**src/rtl/spi_ram_pkg.sv**
```systemverilog
// spi_ram_pkg: shared types and constants for the SPI RAM controller.
// Word width follows the SPI_RAM_PARITY_EN macro: 9 bits (data + even parity)
// when defined, 8 bits otherwise.
package spi_ram_pkg;

    localparam int DEF_MEM_DEPTH = 256;
    localparam int DEF_ADDR_SIZE = 8;
    localparam int DATA_WIDTH    = 8;

`ifdef SPI_RAM_PARITY_EN
    localparam int MEM_WIDTH = DATA_WIDTH + 1;
`else
    localparam int MEM_WIDTH = DATA_WIDTH;
`endif

    // Command field carried in rx_data[9:8]
    typedef enum logic [1:0] {
        WR_ADDR = 2'b00,
        WR_DATA = 2'b01,
        RD_ADDR = 2'b10,
        RD_DATA = 2'b11
    } cmd_e;

    typedef enum logic [1:0] {
        IDLE     = 2'b00,
        RD_ARMED = 2'b01,
        RD_RESP  = 2'b10
    } state_e;

    // Even parity bit: makes the total count of ones in {parity, data} even
    function automatic logic even_parity(input logic [DATA_WIDTH-1:0] data);
        return ^data;
    endfunction

endpackage

```
**src/rtl/spi_ram_mem.sv**
```systemverilog
// spi_ram_mem: single-port word storage with synchronous write and a
// registered read port. Array contents survive reset; only the read
// register is cleared so the returned data starts from a known value.
module spi_ram_mem
    import spi_ram_pkg::*;
#(
    parameter int MEM_DEPTH = DEF_MEM_DEPTH,
    parameter int ADDR_SIZE = DEF_ADDR_SIZE,
    parameter int WIDTH     = MEM_WIDTH
) (
    input  logic                 clk,
    input  logic                 rst_n,
    input  logic                 we,
    input  logic                 re,
    input  logic [ADDR_SIZE-1:0] addr,
    input  logic [WIDTH-1:0]     wdata,
    output logic [WIDTH-1:0]     rdata
);

    logic [WIDTH-1:0] mem [MEM_DEPTH];

    // Array write; deliberately no reset so contents persist across rst_n
    always_ff @(posedge clk) begin
        if (we) begin
            mem[addr] <= wdata;
        end
    end

    // Registered read; holds its value between reads
    always_ff @(posedge clk) begin
        if (!rst_n) begin
            rdata <= '0;
        end else if (re) begin
            rdata <= mem[addr];
        end
    end

endmodule

```
**src/rtl/spi_ram_ctrl.sv**
```systemverilog
// spi_ram_ctrl: command decoder between an SPI slave and a small RAM.
// Write path: WR_ADDR latches a write pointer, WR_DATA stores and advances it.
// Read path: RD_ADDR arms a read pointer, RD_DATA returns one word one cycle
// later on tx_valid/tx_data and advances the pointer.
// Optional macro SPI_RAM_PARITY_EN adds a stored even-parity bit per word,
// err_inject corruption on writes, and par_err reporting on reads.
//
// state    | meaning
// ---------+--------------------------------------------------
// IDLE     | no read address loaded; RD_DATA is out of sequence
// RD_ARMED | read address loaded, waiting for RD_DATA
// RD_RESP  | read word on tx_data, tx_valid high for this cycle
module spi_ram_ctrl
    import spi_ram_pkg::*;
#(
    parameter int MEM_DEPTH = DEF_MEM_DEPTH,
    parameter int ADDR_SIZE = DEF_ADDR_SIZE
) (
    input  logic       clk,
    input  logic       rst_n,
    input  logic       rx_valid,
    input  logic [9:0] rx_data,
    input  logic       err_inject,
    output logic       tx_valid,
    output logic [7:0] tx_data,
    output logic       seq_err,
    output logic       par_err
);

    state_e                 state_q, state_d;
    logic [ADDR_SIZE-1:0]   wr_addr, rd_addr;
    logic                   wr_addr_vld;
    logic                   seq_err_d;
    logic                   wr_addr_ld, wr_addr_inc;
    logic                   rd_addr_ld, rd_addr_inc;
    logic                   mem_we, mem_re;
    logic [ADDR_SIZE-1:0]   mem_addr;
    logic [MEM_WIDTH-1:0]   mem_wdata, mem_rdata;
    cmd_e                   cmd;
    logic [ADDR_SIZE-1:0]   rx_addr;

    assign cmd     = cmd_e'(rx_data[9:8]);
    assign rx_addr = ADDR_SIZE'(rx_data[7:0]);

    // State register
    always_ff @(posedge clk) begin
        if (!rst_n) begin
            state_q <= IDLE;
        end else begin
            state_q <= state_d;
        end
    end

    // Command decode: next state, memory strobes, pointer updates, seq_err
    always_comb begin
        state_d     = (state_q == RD_RESP) ? RD_ARMED : state_q;
        mem_we      = 1'b0;
        mem_re      = 1'b0;
        seq_err_d   = 1'b0;
        wr_addr_ld  = 1'b0;
        wr_addr_inc = 1'b0;
        rd_addr_ld  = 1'b0;
        rd_addr_inc = 1'b0;
        if (rx_valid) begin
            case (cmd)
                WR_ADDR: begin
                    wr_addr_ld = 1'b1;
                end
                WR_DATA: begin
                    if (wr_addr_vld) begin
                        mem_we      = 1'b1;
                        wr_addr_inc = 1'b1;
                    end else begin
                        seq_err_d = 1'b1;
                    end
                end
                RD_ADDR: begin
                    rd_addr_ld = 1'b1;
                    state_d    = RD_ARMED;
                end
                RD_DATA: begin
                    if (state_q == IDLE) begin
                        seq_err_d = 1'b1;
                    end else begin
                        mem_re      = 1'b1;
                        rd_addr_inc = 1'b1;
                        state_d     = RD_RESP;
                    end
                end
                default: begin
                    seq_err_d = 1'b0;
                end
            endcase
        end
    end

    // Write pointer and its valid flag; increment wraps at MEM_DEPTH
    always_ff @(posedge clk) begin
        if (!rst_n) begin
            wr_addr     <= '0;
            wr_addr_vld <= 1'b0;
        end else if (wr_addr_ld) begin
            wr_addr     <= rx_addr;
            wr_addr_vld <= 1'b1;
        end else if (wr_addr_inc) begin
            wr_addr <= wr_addr + ADDR_SIZE'(1);
        end
    end

    // Read pointer; post-increments on every accepted RD_DATA
    always_ff @(posedge clk) begin
        if (!rst_n) begin
            rd_addr <= '0;
        end else if (rd_addr_ld) begin
            rd_addr <= rx_addr;
        end else if (rd_addr_inc) begin
            rd_addr <= rd_addr + ADDR_SIZE'(1);
        end
    end

    // Registered sequence-error pulse, one cycle per offending command
    always_ff @(posedge clk) begin
        if (!rst_n) begin
            seq_err <= 1'b0;
        end else begin
            seq_err <= seq_err_d;
        end
    end

    // Only one command per cycle, so a write and a read never share the port
    assign mem_addr = mem_we ? wr_addr : rd_addr;

`ifdef SPI_RAM_PARITY_EN
    assign mem_wdata = {even_parity(rx_data[7:0]) ^ err_inject, rx_data[7:0]};
`else
    logic unused_err_inject;
    assign unused_err_inject = err_inject;
    assign mem_wdata         = rx_data[7:0];
`endif

    spi_ram_mem #(
        .MEM_DEPTH (MEM_DEPTH),
        .ADDR_SIZE (ADDR_SIZE),
        .WIDTH     (MEM_WIDTH)
    ) u_mem (
        .clk   (clk),
        .rst_n (rst_n),
        .we    (mem_we),
        .re    (mem_re),
        .addr  (mem_addr),
        .wdata (mem_wdata),
        .rdata (mem_rdata)
    );

    // The read register holds between reads, so tx_data needs no extra flop
    assign tx_valid = (state_q == RD_RESP);
    assign tx_data  = mem_rdata[7:0];

`ifdef SPI_RAM_PARITY_EN
    assign par_err = tx_valid & (^mem_rdata);
`else
    assign par_err = 1'b0;
`endif

endmodule

```
**config.mk**
```make
export PLATFORM = sky130hd
export DESIGN_NAME = spi_ram_ctrl
export DESIGN_NICKNAME = d
export VERILOG_FILES = /design/src/rtl/spi_ram_pkg.sv /design/src/rtl/spi_ram_mem.sv /design/src/rtl/spi_ram_ctrl.sv
export SDC_FILE = /design/constraint.sdc
export NUM_CORES = 2
export LEC_CHECK = 0
export ABC_CLOCK_PERIOD_IN_PS = 4880
export CAP_MARGIN = 20
export CORE_UTILIZATION = 51
export DETAILED_ROUTE_END_ITERATION = 10
export DONT_BUFFER_PORTS = 1
export GPL_TIMING_DRIVEN = 1
export HOLD_SLACK_MARGIN = 0.03
export PLACE_DENSITY_LB_ADDON = 0.1
export SETUP_SLACK_MARGIN = 0.5
export SLEW_MARGIN = 20
export SYNTH_ARGS = -nofsm -noshare
export SYNTH_HDL_FRONTEND = slang
export SYNTH_SLANG_ARGS = --single-unit
```
**constraint.sdc**
```tcl
create_clock -name clk -period 4.88 [get_ports clk]
set_input_delay 0.976 -clock clk [delete_from_list [all_inputs] [get_ports clk]]
set_output_delay 0.976 -clock clk [all_outputs]
set_load 0.02 [all_outputs]
```
==> impl_metrics.env <==
export IMPL_cts_resized=0
export IMPL_netlist_area_um2=81880
export IMPL_cp_slowest_cell="nor4_1"
export IMPL_initial_utilization=0.5152
export IMPL_die_w_um=402.7
export IMPL_drt_initial_drc_count=7220
export IMPL_ys_seq_elements=2076
export IMPL_holdWs_ns=0.2326
export IMPL_rr_worst_depth=9
export IMPL_h_tree_depth=4
export IMPL_grt_busiest_layer="met2"
export IMPL_p_sw_mw=7.527
export IMPL_grtUsageMet3=0.07336
export IMPL_worst_skew_pair_late_latency_ns=0.85
export IMPL_path_clk_slew_ns=0.06
export IMPL_regToRegSetupSlack_ns=0.71
export IMPL_period_share=0.8540
export IMPL_crit_start="wr_addr_vld"
export IMPL_synth_area_top_cells="edfxtp_1, nand2_1, mux4_2"
export IMPL_worst_pin_slew_ns=1.074
export IMPL_start_kind="flip-flop"
export IMPL_seqCellArea_um2=62060
export IMPL_syn_to_final_growth_pct=15.45
export IMPL_antenna_found_initial=4
export IMPL_die_area_um2=162100
export IMPL_drive_gt1_frac=0.1625
export IMPL_synth_top_cell_by_area="edfxtp_1"
export IMPL_wl_per_cell_um=31.20
export IMPL_powerDensity_nw_per_um2=386.7
export IMPL_holdCritStartpoint="rx_data[3]"
export IMPL_p_leak_nw=31.44
export IMPL_grt_max_degree=259
export IMPL_final_common_cell="edfxtp_1"
export IMPL_final_cell_area_um2=94530
export IMPL_synth_flop_cell="edfxtp_1"
export IMPL_max_freq_mhz=240.0
export IMPL_drc=0
export IMPL_grt_ovfl_total=0
export IMPL_core_area_um2=158900
export IMPL_status="completed"
export IMPL_r2r_end="u_mem.rdata[5]"
export IMPL_grt_pass1_vias=49330
export IMPL_cp_cell_sequence="and4b_4, mux2_8, buf_4, buf_12, mux4_2, o2111ai_1, a41oi_1, nor4_1, a31oi_1"
export IMPL_synthArstFlopShare=0
export IMPL_comb_power_share=0.032
export IMPL_cts_max_path_buffers=3
export IMPL_syn_num_nets=5611
export IMPL_rsz0062_at_grt="false"
export IMPL_worstPathRequired_ns=5.59
export IMPL_cts_made_buffers=207
export IMPL_setup_tns_ns=0
export IMPL_ys_seq_area_frac=0.7580
export IMPL_port_buffers=0
export IMPL_cp_max_fo=48
export IMPL_dpl_hpwl_mm=159.8
export IMPL_place_area_um2=87860
export IMPL_arrival_ns=4.88
export IMPL_grt_total_usage=0.3169
export IMPL_std_cell_rows=146
export IMPL_gp_congestion=0.9127
export IMPL_path_class="flip-flop to flip-flop"
export IMPL_use_met2=0.4863
export IMPL_p_sw_frac=0.2059
export IMPL_synth_distinct_cells=61
export IMPL_cap_violations=0
export IMPL_multi_input_area_um2=18250
export IMPL_min_period_ns=4.168
export IMPL_min_path_type="input port to flip-flop"
export IMPL_holdPathEnd="u_mem.mem[176][3]"
export IMPL_internal_power_mw=29.03
export IMPL_setup_ws_ns=0.7125
export IMPL_postCtsSetupBuffers=0
export IMPL_avgSynthCellArea_um2=14.63
export IMPL_grt_use_met1=0.4444
export IMPL_slowest_delay_ns=0.73
export IMPL_synth_top_area_share=0.7511
export IMPL_cts_tree="done"
export IMPL_slew_headroom=0.2685
export IMPL_die_y_um=402.7
export IMPL_synth_edff_count=2048
export IMPL_layout_common_cells="edfxtp_1, nand2_1, buf_4"
export IMPL_nets=6042
export IMPL_holdPathStages=0
export IMPL_yosys_warnings=0
export IMPL_fill_cells=12160
export IMPL_critPathCaptureType="flip-flop"
export IMPL_via_per_inst=6.326
export IMPL_cts_hold_buf=0
export IMPL_ir_worst_vdd_mv=0.3690
export IMPL_clockPowerShare=0.432
export IMPL_finalSetupViolCount=0
export IMPL_synth_cells=5595
export IMPL_drt_wl_total_mm=258.0
export IMPL_clock_root_buffer="clkbuf_16"
export IMPL_final_hold_violation_count=0
export IMPL_finalMaxSlewViolations=0
export IMPL_cts_sinks=2076
export IMPL_fin_worst_skew_ns=0.03006
export IMPL_r2r_start="wr_addr_vld"
export IMPL_vias=52310
export IMPL_route_antenna_remaining_nets=0
export IMPL_fin_util=0.5948
export IMPL_grt_pass1_wl_mm=364.6
export IMPL_io_pins=25
export IMPL_dp_slack_ns=0.2107
export IMPL_firstDrtPassIters=6
export IMPL_sequentialPowerShare=0.536
-- power by group through the flow --
stage | Clock [mW] | Combinational [mW] | Sequential (mW)
global route | 16.6 | 1.22 | 19.6
detailed placement | 0 | 1.15 | 20.0
global placement | 0 | 1.14 | 20.0
floorplan | 0 | 0.635 | 20.0
CTS | 15.9 | 1.15 | 19.6
finish | 15.8 | 1.16 | 19.6
-- worst max-delay path by stage --
stage	depth (start not counted)	endpoint	slack, ns
5_1_grt	9	u_mem.rdata[5]	0.68
3_5_place_dp	9	u_mem.rdata[5]	0.21
6_report	9	u_mem.rdata[5]	0.71
4_1_cts	9	u_mem.rdata[5]	0.89
2_1_floorplan	12	u_mem.mem[192][0]	1.03
3_3_place_gp	9	u_mem.rdata[5]	0.23
-- cells by family after synthesis --
family | count (synthesis) | share of synthesized area
AOI/OAI and AO/OA | 795 | 0.06466
adders and majority gates | 2 | 0.0003056
buffers and inverters | 365 | 0.02144
DFF | 2076 | 0.7580
muxes | 237 | 0.04659
other | 1 | 0.00004580
and+or+nand+nor | 2119 | 0.1090
-- flip-flops by register name (all words and copies together) (netlist names) --
| signal | flops |
|---|---|
| u_mem.rdata | 8 |
| seq_err | 1 |
| wr_addr_vld | 1 |
| u_mem.mem | 2048 |
| rd_addr | 8 |
| wr_addr | 8 |
| state_q | 2 |
-- layer usage --
layer | up-vias | wire [um]
met3 | 466 | 27550
li1 | 22230 | -
met5 | - | 29
met1 | 26630 | 101700
met2 | 2972 | 118700
met4 | 4 | 9979
-- cell type report --
type                       count  area share
tap                         2072     0.02743
antenna                        1  0.00002647
clock buffer                 267     0.05829
inverter                       3   0.0001191
timing repair buffer         584     0.05234
multi-input combinational   3154      0.1931
clock inverter               112     0.01222
sequential                  2076      0.6565
-- synthesized netlist by cell type, types with 31 or more instances --
library cell	number
a221oi_1	32
nand3_1	338
clkbuf_1	100
mux4_2	113
a22oi_1	171
buf_1	41
nor3_1	31
nand2_1	1214
mux2i_1	118
a21oi_1	267
a32oi_1	72
o21ai_0	37
a31oi_1	105
edfxtp_1	2048
nor2_1	352
buf_2	188
nand4_1	93
-- worst max-delay path: cells and delay by family, from the launching register on --
| family | cells | cell delay (ns) |
|---|---|---|
| flops | 1 | 0.38 |
| compound gates | 3 | 0.81 |
| mux | 2 | 1.12 |
| simple gates | 2 | 1.14 |
| buf+inv | 2 | 0.51 |
-- metrics by stage --
| step | std cells | power, mW |
|---|---|---|
| after global routing | 8268 | 37.37 |
| after detailed placement | 7889 | 21.12 |
| after global placement | 7889 | 21.12 |
| after floorplan | 5595 | 20.61 |
| after CTS | 8268 | 36.66 |
| final | 8269 | 36.56 |
(Power assumes the default switching activity.)
